`src/rtl/spram_arb_pkg.sv`:
```
// ---------------------------------------------------------------------------
// spram_arb_pkg : shared encodings for the two-port SPRAM arbiter. rev 1.0
// ---------------------------------------------------------------------------
`default_nettype none

package spram_arb_pkg;

  typedef enum logic [1:0] {
    OWN_NONE = 2'b00,
    OWN_A    = 2'b01,
    OWN_B    = 2'b10
  } owner_e;

  localparam logic SEL_A = 1'b0;
  localparam logic SEL_B = 1'b1;

  function automatic logic [1:0] sel_onehot(input logic sel);
    return (sel == SEL_B) ? 2'b10 : 2'b01;
  endfunction

endpackage

`default_nettype wire

```
`src/rtl/spram_arbiter_rr_grant2.sv`:
```
// ---------------------------------------------------------------------------
// rr_grant2 : two-requester round-robin grant with lock override. rev 1.0
// ---------------------------------------------------------------------------
`default_nettype none

module rr_grant2
  import spram_arb_pkg::*;
(
  input  logic       i_clk,
  input  logic       i_rst_n,
  input  logic [1:0] i_req,
  input  logic [1:0] i_lock,
  output logic [1:0] o_grant,
  output owner_e     o_owner
);

  logic   ptr_q, ptr_d;
  owner_e owner_q, owner_d;
  logic [1:0] grant;

  // A lock owner shuts the other side out even while it idles.
  always_comb begin
    grant = 2'b00;
    case (owner_q)
      OWN_A:   grant = {1'b0, i_req[0]};
      OWN_B:   grant = {i_req[1], 1'b0};
      default: grant = (&i_req) ? sel_onehot(ptr_q) : i_req;
    endcase
  end

  always_comb begin
    ptr_d   = ptr_q;
    owner_d = owner_q;
    if (grant[0]) begin
      ptr_d = SEL_B;
      if (i_lock[0])
        owner_d = OWN_A;
      else if (owner_q == OWN_A)
        owner_d = OWN_NONE;
    end else if (grant[1]) begin
      ptr_d = SEL_A;
      if (i_lock[1])
        owner_d = OWN_B;
      else if (owner_q == OWN_B)
        owner_d = OWN_NONE;
    end
  end

  always_ff @(posedge i_clk) begin
    if (!i_rst_n) begin
      ptr_q   <= SEL_A;
      owner_q <= OWN_NONE;
    end else begin
      ptr_q   <= ptr_d;
      owner_q <= owner_d;
    end
  end

  assign o_grant = grant;
  assign o_owner = owner_q;

endmodule

`default_nettype wire

```
`src/rtl/spram_arbiter.sv`:
```
// ---------------------------------------------------------------------------
// spram_arbiter : shares one 1-cycle-latency SPRAM between ports A and B. rev 1.0
// ---------------------------------------------------------------------------
`default_nettype none

module spram_arbiter
  import spram_arb_pkg::*;
#(
  parameter int ADDR_SZ = 14,
  parameter int DATA_SZ = 16
) (
  input  logic               i_clk,
  input  logic               i_rst_n,
  input  logic               i_a_req,
  input  logic               i_a_wr,
  input  logic               i_a_lock,
  input  logic [ADDR_SZ-1:0] i_a_addr,
  input  logic [DATA_SZ-1:0] i_a_wdata,
  output logic               o_a_ack,
  output logic               o_a_rvalid,
  output logic [DATA_SZ-1:0] o_a_rdata,
  input  logic               i_b_req,
  input  logic               i_b_wr,
  input  logic               i_b_lock,
  input  logic [ADDR_SZ-1:0] i_b_addr,
  input  logic [DATA_SZ-1:0] i_b_wdata,
  output logic               o_b_ack,
  output logic               o_b_rvalid,
  output logic [DATA_SZ-1:0] o_b_rdata,
  output logic               o_ram_cs,
  output logic               o_ram_we,
  output logic [ADDR_SZ-1:0] o_ram_addr,
  output logic [DATA_SZ-1:0] o_ram_wdata,
  input  logic [DATA_SZ-1:0] i_ram_rdata,
  output logic               o_busy
);

  logic [1:0] req;
  logic [1:0] grant;
  owner_e     owner;
  logic       rd_valid_q, rd_valid_d;
  logic       rd_tag_q, rd_tag_d;
  logic       rd_live;

  // No access is issued while reset is being sampled.
  assign req = {i_b_req, i_a_req} & {2{i_rst_n}};

  rr_grant2 u_grant (
    .i_clk   (i_clk),
    .i_rst_n (i_rst_n),
    .i_req   (req),
    .i_lock  ({i_b_lock, i_a_lock}),
    .o_grant (grant),
    .o_owner (owner)
  );

  always_comb begin
    o_ram_cs    = 1'b0;
    o_ram_we    = 1'b0;
    o_ram_addr  = '0;
    o_ram_wdata = '0;
    if (grant[0]) begin
      o_ram_cs    = 1'b1;
      o_ram_we    = i_a_wr;
      o_ram_addr  = i_a_addr;
      o_ram_wdata = i_a_wdata;
    end else if (grant[1]) begin
      o_ram_cs    = 1'b1;
      o_ram_we    = i_b_wr;
      o_ram_addr  = i_b_addr;
      o_ram_wdata = i_b_wdata;
    end
  end

  assign o_a_ack = grant[0];
  assign o_b_ack = grant[1];

  // Tag only moves on a read, so the return in flight is never retargeted.
  always_comb begin
    rd_valid_d = o_ram_cs & ~o_ram_we;
    rd_tag_d   = rd_tag_q;
    if (rd_valid_d)
      rd_tag_d = grant[1] ? SEL_B : SEL_A;
  end

  always_ff @(posedge i_clk) begin
    if (!i_rst_n) begin
      rd_valid_q <= 1'b0;
      rd_tag_q   <= SEL_A;
    end else begin
      rd_valid_q <= rd_valid_d;
      rd_tag_q   <= rd_tag_d;
    end
  end

  // A return landing in a reset cycle is dropped.
  assign rd_live    = rd_valid_q & i_rst_n;
  assign o_a_rvalid = rd_live & (rd_tag_q == SEL_A);
  assign o_b_rvalid = rd_live & (rd_tag_q == SEL_B);
  assign o_a_rdata  = i_ram_rdata;
  assign o_b_rdata  = i_ram_rdata;
  assign o_busy     = (owner != OWN_NONE) | rd_live;

endmodule

`default_nettype wire

```
`config.mk`:
```
export PLATFORM = sky130hd
export DESIGN_NAME = spram_arbiter
export DESIGN_NICKNAME = d
export VERILOG_FILES = /design/src/rtl/spram_arb_pkg.sv /design/src/rtl/spram_arbiter_rr_grant2.sv /design/src/rtl/spram_arbiter.sv
export SDC_FILE = /design/constraint.sdc
export NUM_CORES = 1
export LEC_CHECK = 0
export ABC_AREA = 1
export CAP_MARGIN = 10
export CORE_UTILIZATION = 26
export CTS_CLUSTER_SIZE = 10
export DETAILED_ROUTE_END_ITERATION = 16
export GPL_ROUTABILITY_DRIVEN = 0
export GPL_TIMING_DRIVEN = 0
export PLACE_DENSITY = 0.95
export RECOVER_POWER = 25
export SETUP_SLACK_MARGIN = 0.3
export SYNTH_ARGS = -nofsm -noshare
export SYNTH_HDL_FRONTEND = slang
export SYNTH_SLANG_ARGS = --single-unit
export TNS_END_PERCENT = 30
```
`constraint.sdc`:
```
create_clock -name i_clk -period 3.73 [get_ports i_clk]
set_input_delay 0.5595 -clock i_clk [delete_from_list [all_inputs] [get_ports i_clk]]
set_output_delay 0.5595 -clock i_clk [all_outputs]
set_load 0.1 [all_outputs]
```
======== Word-level counts from Yosys, hierarchy flattened ========
Cells that the tools add are included.
Widths: inputs -> output; s select.
storage, ports and cells
  register bits ........................... 5
  word-level logic and storage cells ...... 39
operators by class
  eq/ne operators ......................... 3
  multiplexer cells ....................... 19
  bitwise logic cells ..................... 8
  reduce and logical (&&, ||, !) cells .... 5
operators by type and width
  cell                number
  $mux 16             2
  $mux 14             2
  $mux 2              8
  $mux 1              6
  $and 1x1->1         4
  $pmux 2 s2          1
  $reduce_bool 2->1   2
  $ne 3x2->1 const B  1
  $reduce_and 3->1    1
  $reduce_bool 3->1   1
  $and 2x2->2         1
  $eq 2x1->1 const B  1
  $eq 2x2->1 const B  1
  $not 1->1           2
  $reduce_and 2->1    1
  $or 1x1->1          1

======== Depth between registers and ports, before layout ========
Gate-level depths: netlist of the first run.
  depth in word-level cells ............... 8
  gate-level depth with buffers ........... 10
  gate-level depth less buffers ........... 10

======== Hierarchy ========
A second synthesis of the first run with hierarchy kept.
second synthesis, totals
  cell total of the unflattened synthesis .. 191
  area, all modules ....................... 1021.0 sq um
modules (own cells, without submodules)
  module         instances  cells each  area an instance (sq um)  sequential area each (sq um)
  spram_arbiter  1          156         793.3                     40.0
  rr_grant2      1          35          227.7                     60.1

======== Worst setup path before layout of the first run ========
No wires, ideal clock.
  path kind ............................... register to output
  start point ............................. register u_grant.owner_q[0] (netlist: u_grant.o_owner[0])
  end point ............................... output port o_ram_addr[10]
  arrival time ............................ 2.181 ns
  required time ........................... 3.171 ns
  slack ................................... 0.989 ns
  cell stages (with the launch flop) ...... 9
  buffers on the path ..................... 1
  cell sequence ........................... dfxtp_1 > inv_1 > ha_1 > nand2_1 > nand2_2 > nor2_4 > buf_4 > nand3_1 > nand2_1
on the way
  word-level cells in the longest chain between the ends .. 4
RTL lines
  element                                   RTL line                       source
  start, declared                           spram_arbiter_rr_grant2.sv:18  owner_e owner_q, owner_d;
  start signal, assigned                    spram_arbiter_rr_grant2.sv:55  owner_q <= owner_d;
  $eq 2x2->1 or $eq 2x1->1 (tied branches)  spram_arbiter_rr_grant2.sv:24  case (owner_q)
  $pmux 2 s2 *                              spram_arbiter_rr_grant2.sv:24
  via o_b_ack                               spram_arbiter.sv:27            output logic o_b_ack,
  $mux 14 *                                 spram_arbiter.sv:67            end else if (grant[1]) begin
  $mux 14 *                                 spram_arbiter.sv:62            if (grant[0]) begin
  end, declared                             spram_arbiter.sv:32            output logic [ADDR_SZ-1:0] o_ram_addr,
The timed path passes the listed nets; every way through them passes the cells marked *.

======== Worst setup path after layout of the first run ========
  start point ............................. input port i_rst_n
  end point ............................... output port o_ram_addr[8]
on the way
  word-level cells in the longest chain between the ends .. 6
RTL lines
  element           RTL line                       source
  start, declared   spram_arbiter.sv:13            input logic i_rst_n,
  $and 2x2->2 *     spram_arbiter.sv:46            assign req = {i_b_req, i_a_req} & {2{i_rst_n}};
  $reduce_and 2->1  spram_arbiter_rr_grant2.sv:27  default: grant = (&i_req) ? sel_onehot(ptr_q) : i_req;
  $mux 2            spram_arbiter_rr_grant2.sv:27
  $pmux 2 s2 *      spram_arbiter_rr_grant2.sv:24
  $mux 14           spram_arbiter.sv:67
  $mux 14 *         spram_arbiter.sv:62
Every way passes the cells marked *; elsewhere a longest branch is shown, timed or not.

==> metrics.txt, run 1 <==
most frequent cells in the layout 90 x clkdlybuf4s50_1, 75 x nand2_1, 35 x nand3_1; area grow syn2layout 142.7%; TritonCTS buffer count 3; Worst VDD drop 0.2790 mV; core region area 3744 um^2; clk sinks 5; Synth Warn # 0; Min-Delay Endpoint u_grant.o_owner[0]; CTS tree done; sequential share of the synthesized area 0.09685; unrepaired setup endpoints after global routing false; setup ws final 0.3411 ns; Switching Share 0.6119; min cycle time layout 3.389 ns; Slew HR 0.3353; Hold Crit Start u_grant.o_owner[0]; power share of the clock group 0.128; Max Fanout on Critical Path 10; Period Utilization, post-route 0.9086; FF+latch count, synth 5; DRT iter0 DRCs 50; Starting Density 0.2761; CP Class in -> out; vias in the first global route 1558; status finished, final reports clean; GR Util All Layers 0.1874; Slew @ Worst Pin 0.9954 ns; power per cell area 313.7 nW/um^2; placed wire-length estimate 3.559 mm; final wirelength 4.293 mm; Pwr Total 0.7871 mW; max_cap viols 0; via count 1631; syn avg cell area 5.527 um^2; Hold WC Path Type reg -> reg; max-slew violations 0; worst reg2reg endpoint u_grant.o_owner[1]; nets@finish 415; Lkg Pwr 1.538 nW; Clock Skew 0.003531 ns; NetSw 0.4816 mW; total grt overflow 0; type of destination of the critical path output port; fraction of final layout cells sized beyond drive strength 1 0.1865; Startpoint Class primary input; Pint 0.3055 mW; clock buffer depth 2; fill count 312; CTS Hold Bufs 0; first-pass GRT wire length 6.285 mm; worst-skew pair later-pin latency 0.22 ns; hold depth 2; most common cell after layout, fill and taps aside clkdlybuf4s50_1; I/O pins 153; post-route ant nets 0; Flop pwr share 0.076; Gate power share 0.795; diodes inserted 0; Detailed Routing Iterations Pass 1 4; Synth cell types 17; initial antenna violation count 0; # rows 22; die area 4231 um^2; pin count of the biggest net entering global routing 11; Hold Vio Cnt, Final 0; CTS root buf clkbuf_8; R2R depth 10; DRC Markers 0; Worst setup startpoint i_rst_n; Place WS 0.05749 ns; CTS clk-pin slew, worst paths 0.04 ns; Crit path required time 3.17 ns; worst r2r src u_grant.o_owner[0]; FMAX 295.1 MHz; Cells after Synth 187; vias per cell 4.349; final setup vio count 0; Die Ht 65.05 um; IO Port Bufs 136; H-tree Lvls 1; Die X 65.05 um; R2R Setup Slk 1.97 ns; Syn Std Cell Area 1033 um^2; post-synthesis net count 274; post-DR wirelength/cell 11.45 um; Setup TNS 0 ns; Worst Path Arrival 2.83 ns
-- logic make-up (layout without fill, tap and decap cells) --
kind of cell               count (synthesis)  count (layout)  synth area share
DFF                                        5               5           0.09686
adders and majority gates                  3               3           0.03632
AOI/OAI and AO/OA                          6               6           0.03269
and+or+nand+nor                          121             121            0.5121
buffers and inverters                     52             192            0.3220
-- through the flow --
step           area (um^2)  utilization  instances  hold slack (ns)
2_1_floorplan         1033            -        187           0.4527
3_3_place_gp          2455       0.6557        371           0.4689
3_5_place_dp          2455       0.6557        371           0.4758
4_1_cts               2489       0.6648        375           0.4804
5_1_grt               2509       0.6701        375           0.5044
6_report              2509       0.6701        375           0.4792
-- per-layer routing --
metal,track usage,share of wire,up-vias
met5,0,0,-
met1,0.1663,0.34,704
met2,0.4023,0.56,86
met3,0.04577,0.095,6
li1,-,-,835
met4,0.04891,0.0093,0
-- Yosys cell counts --
cell       n  area share
ha_1       3       0.036
nor2_4     1       0.011
a21oi_2    1      0.0085
o21ai_1    1      0.0048
buf_4     34        0.25
nand3_2    2       0.019
buf_2      7       0.034
nand2_4    1       0.011
inv_1      8       0.029
inv_2      2      0.0073
clkinv_2   1      0.0048
nand2_1   75        0.27
nor2_1     6       0.022
nand2_2    2       0.012
a21oi_1    4       0.019
dfxtp_1    5       0.097
nand3_1   34        0.16
-- sequential cells by signal (all words and copies together) (netlist names) --
register         flops
rd_tag_q             1
rd_valid_q           1
u_grant.o_owner      2
u_grant.ptr_q        1
-- power by group through the flow --
stage / sequential (mW) / combinational [mW] / clock [mW]
after floorplan: 0.0602 / 0.460 / 0
after global placement: 0.0604 / 0.634 / 0
after detailed placement: 0.0606 / 0.640 / 0
after CTS: 0.0598 / 0.636 / 0.103
after global routing: 0.0602 / 0.647 / 0.106
final: 0.0599 / 0.626 / 0.101
-- timing repair --
item | in CTS | in global routing
setup buffers | 0 | 0
setup endpoints to repair | 32 | 33
resized for setup | 9 | 42
gates cloned | 0 | 0
-- final cells by class --
type	instances	area (um^2)	share of cell area
Buffer	41	289.0	0.1152
Inverter	11	42.54	0.01696
Tap cell	48	60.06	0.02394
Timing Repair Buffer	136	1376	0.5486
Sequential cell	5	100.1	0.03990
Clock buffer	4	45.04	0.01796
Multi-Input combinational cell	130	595.6	0.2374
-- worst max-delay path by stage --
| stage | endpoint | slack, ns |
|---|---|---|
| after detailed placement | o_ram_addr[0] | 0.06 |
| after floorplan | o_ram_addr[10] | 0.99 |
| final | o_ram_addr[8] | 0.34 |
| after global placement | o_ram_wdata[7] | 0.1 |
| after CTS | o_ram_wdata[11] | 0.08 |
| after global routing | o_ram_addr[8] | 0.19 |
-- critical path, cell delays in order --
cell	delay, ns
clkdlybuf4s50_1	0.54
nand2_1	0.09
inv_2	0.09
nand2_2	0.08
nand2_4	0.12
clkbuf_1	0.36
nand3_1	0.14
nand2_1	0.07
dlymetal6s2s_1	0.76
No activity file was read; power rests on OpenSTA's default activity.
==> run 2: changes to the inputs <==
Settings changed: MAX_ROUTING_LAYER set to met4.
==> metrics.txt, run 2 (synthesis results as in run 1) <==
status finished, final reports clean; vias per cell 4.352; die area 4231 um^2; setup ws final 0.3420 ns; final setup vio count 0; Die Ht 65.05 um; via count 1632; final wirelength 4.290 mm; Startpoint Class primary input; GR Util All Layers 0.1925; core region area 3744 um^2; Detailed Routing Iterations Pass 1 6; I/O pins 153; Slew HR 0.3353; H-tree Lvls 1; TritonCTS buffer count 3; Die X 65.05 um; Gate power share 0.796; clk sinks 5; # rows 22; IO Port Bufs 136; FMAX 295.2 MHz; Period Utilization, post-route 0.9083; power share of the clock group 0.128; fraction of final layout cells sized beyond drive strength 1 0.1865; Max Fanout on Critical Path 10; diodes inserted 0; post-DR wirelength/cell 11.44 um; unrepaired setup endpoints after global routing false; worst-skew pair later-pin latency 0.22 ns; CTS clk-pin slew, worst paths 0.04 ns; Slew @ Worst Pin 0.9954 ns; Place WS 0.05749 ns; CTS root buf clkbuf_8; clock buffer depth 2; Switching Share 0.6119; pin count of the biggest net entering global routing 11; Setup TNS 0 ns; Worst Path Arrival 2.83 ns; type of destination of the critical path output port; Storage cell area 100.1 um^2; CP Class in -> out; power per cell area 313.7 nW/um^2; CTS Hold Bufs 0; hold slack final 0.4793 ns; total grt overflow 0; max_cap viols 0; placed wire-length estimate 3.559 mm; vias in the first global route 1558; Pint 0.3055 mW; max reg flops 2; Hold WC Path Type reg -> reg; DRT iter0 DRCs 53; Clock Skew 0.003531 ns; CTS tree done; first-pass GRT wire length 6.285 mm; area grow syn2layout 142.7%; Multi-input gate area 595.6 um^2; NetSw 0.4816 mW; Worst VDD drop 0.2790 mV; Flop pwr share 0.076; most common cell after layout, fill and taps aside clkdlybuf4s50_1; Lkg Pwr 1.538 nW; DRC Markers 0; most frequent cells in the layout 90 x clkdlybuf4s50_1, 75 x nand2_1, 35 x nand3_1; post-route ant nets 0; Crit path required time 3.17 ns; Hold Vio Cnt, Final 0; Starting Density 0.2761; min cycle time layout 3.388 ns; fill count 312; max-slew violations 0; initial antenna violation count 0; nets@finish 415
## run 2: worst max-delay path, cell delays in order
cell and delay (ns):
clkdlybuf4s50_1 0.54, nand2_1 0.09, inv_2 0.09, nand2_2 0.08, nand2_4 0.12, clkbuf_1 0.36, nand3_1 0.14, nand2_1 0.07
dlymetal6s2s_1 0.76
## run 2: layout make-up
| type | instances | area share |
|---|---|---|
| Timing Repair Buffer | 136 | 0.5486 |
| Multi-Input combinational cell | 130 | 0.2374 |
| Buffer | 41 | 0.1152 |
| Sequential cell | 5 | 0.03990 |
| Tap cell | 48 | 0.02394 |
| Clock buffer | 4 | 0.01796 |
| Inverter | 11 | 0.01696 |
## run 2: worst paths after layout
check	from	endpoint	slack, ns	cells past startpoint
max	i_rst_n	o_ram_addr[8]	0.34	9
min	u_grant.o_owner[0]	u_grant.o_owner[0]	0.48	2
max reg2reg	u_grant.o_owner[0]	u_grant.o_owner[1]	1.97	10
min reg2reg	u_grant.o_owner[0]	u_grant.o_owner[0]	0.48	2
## run 2: repair_timing
action / CTS / global route
setup buffers: 0 / 0
endpoints found under the setup margin: 32 / 33
gates cloned: 0 / 0
resized for setup: 9 / 42
## run 2: layer usage
layer  share of wire  GRT usage  vias up
li1                -          -      835
met1            0.34     0.1705      704
met2            0.56     0.4023       87
met3           0.090    0.03873        6
met4          0.0093    0.04891        0
met5               0          -        -
## run 2: through the flow
stage                     cell area, um^2  power [mW]  cells  utilization
after floorplan                      1033      0.5199    187            -
after global placement               2455      0.6946    371       0.6557
after detailed placement             2455      0.7006    371       0.6557
after CTS                            2489      0.7984    375       0.6648
after global routing                 2509      0.8132    375       0.6701
final                                2509      0.7871    375       0.6701
## run 2: power by group through the flow
stage | sequential [mW] | clock, mW | combinational (mW)
finish | 0.0599 | 0.101 | 0.626
global route | 0.0602 | 0.106 | 0.647
CTS | 0.0598 | 0.103 | 0.636
detailed placement | 0.0606 | 0 | 0.640
global placement | 0.0604 | 0 | 0.634
floorplan | 0.0602 | 0 | 0.460
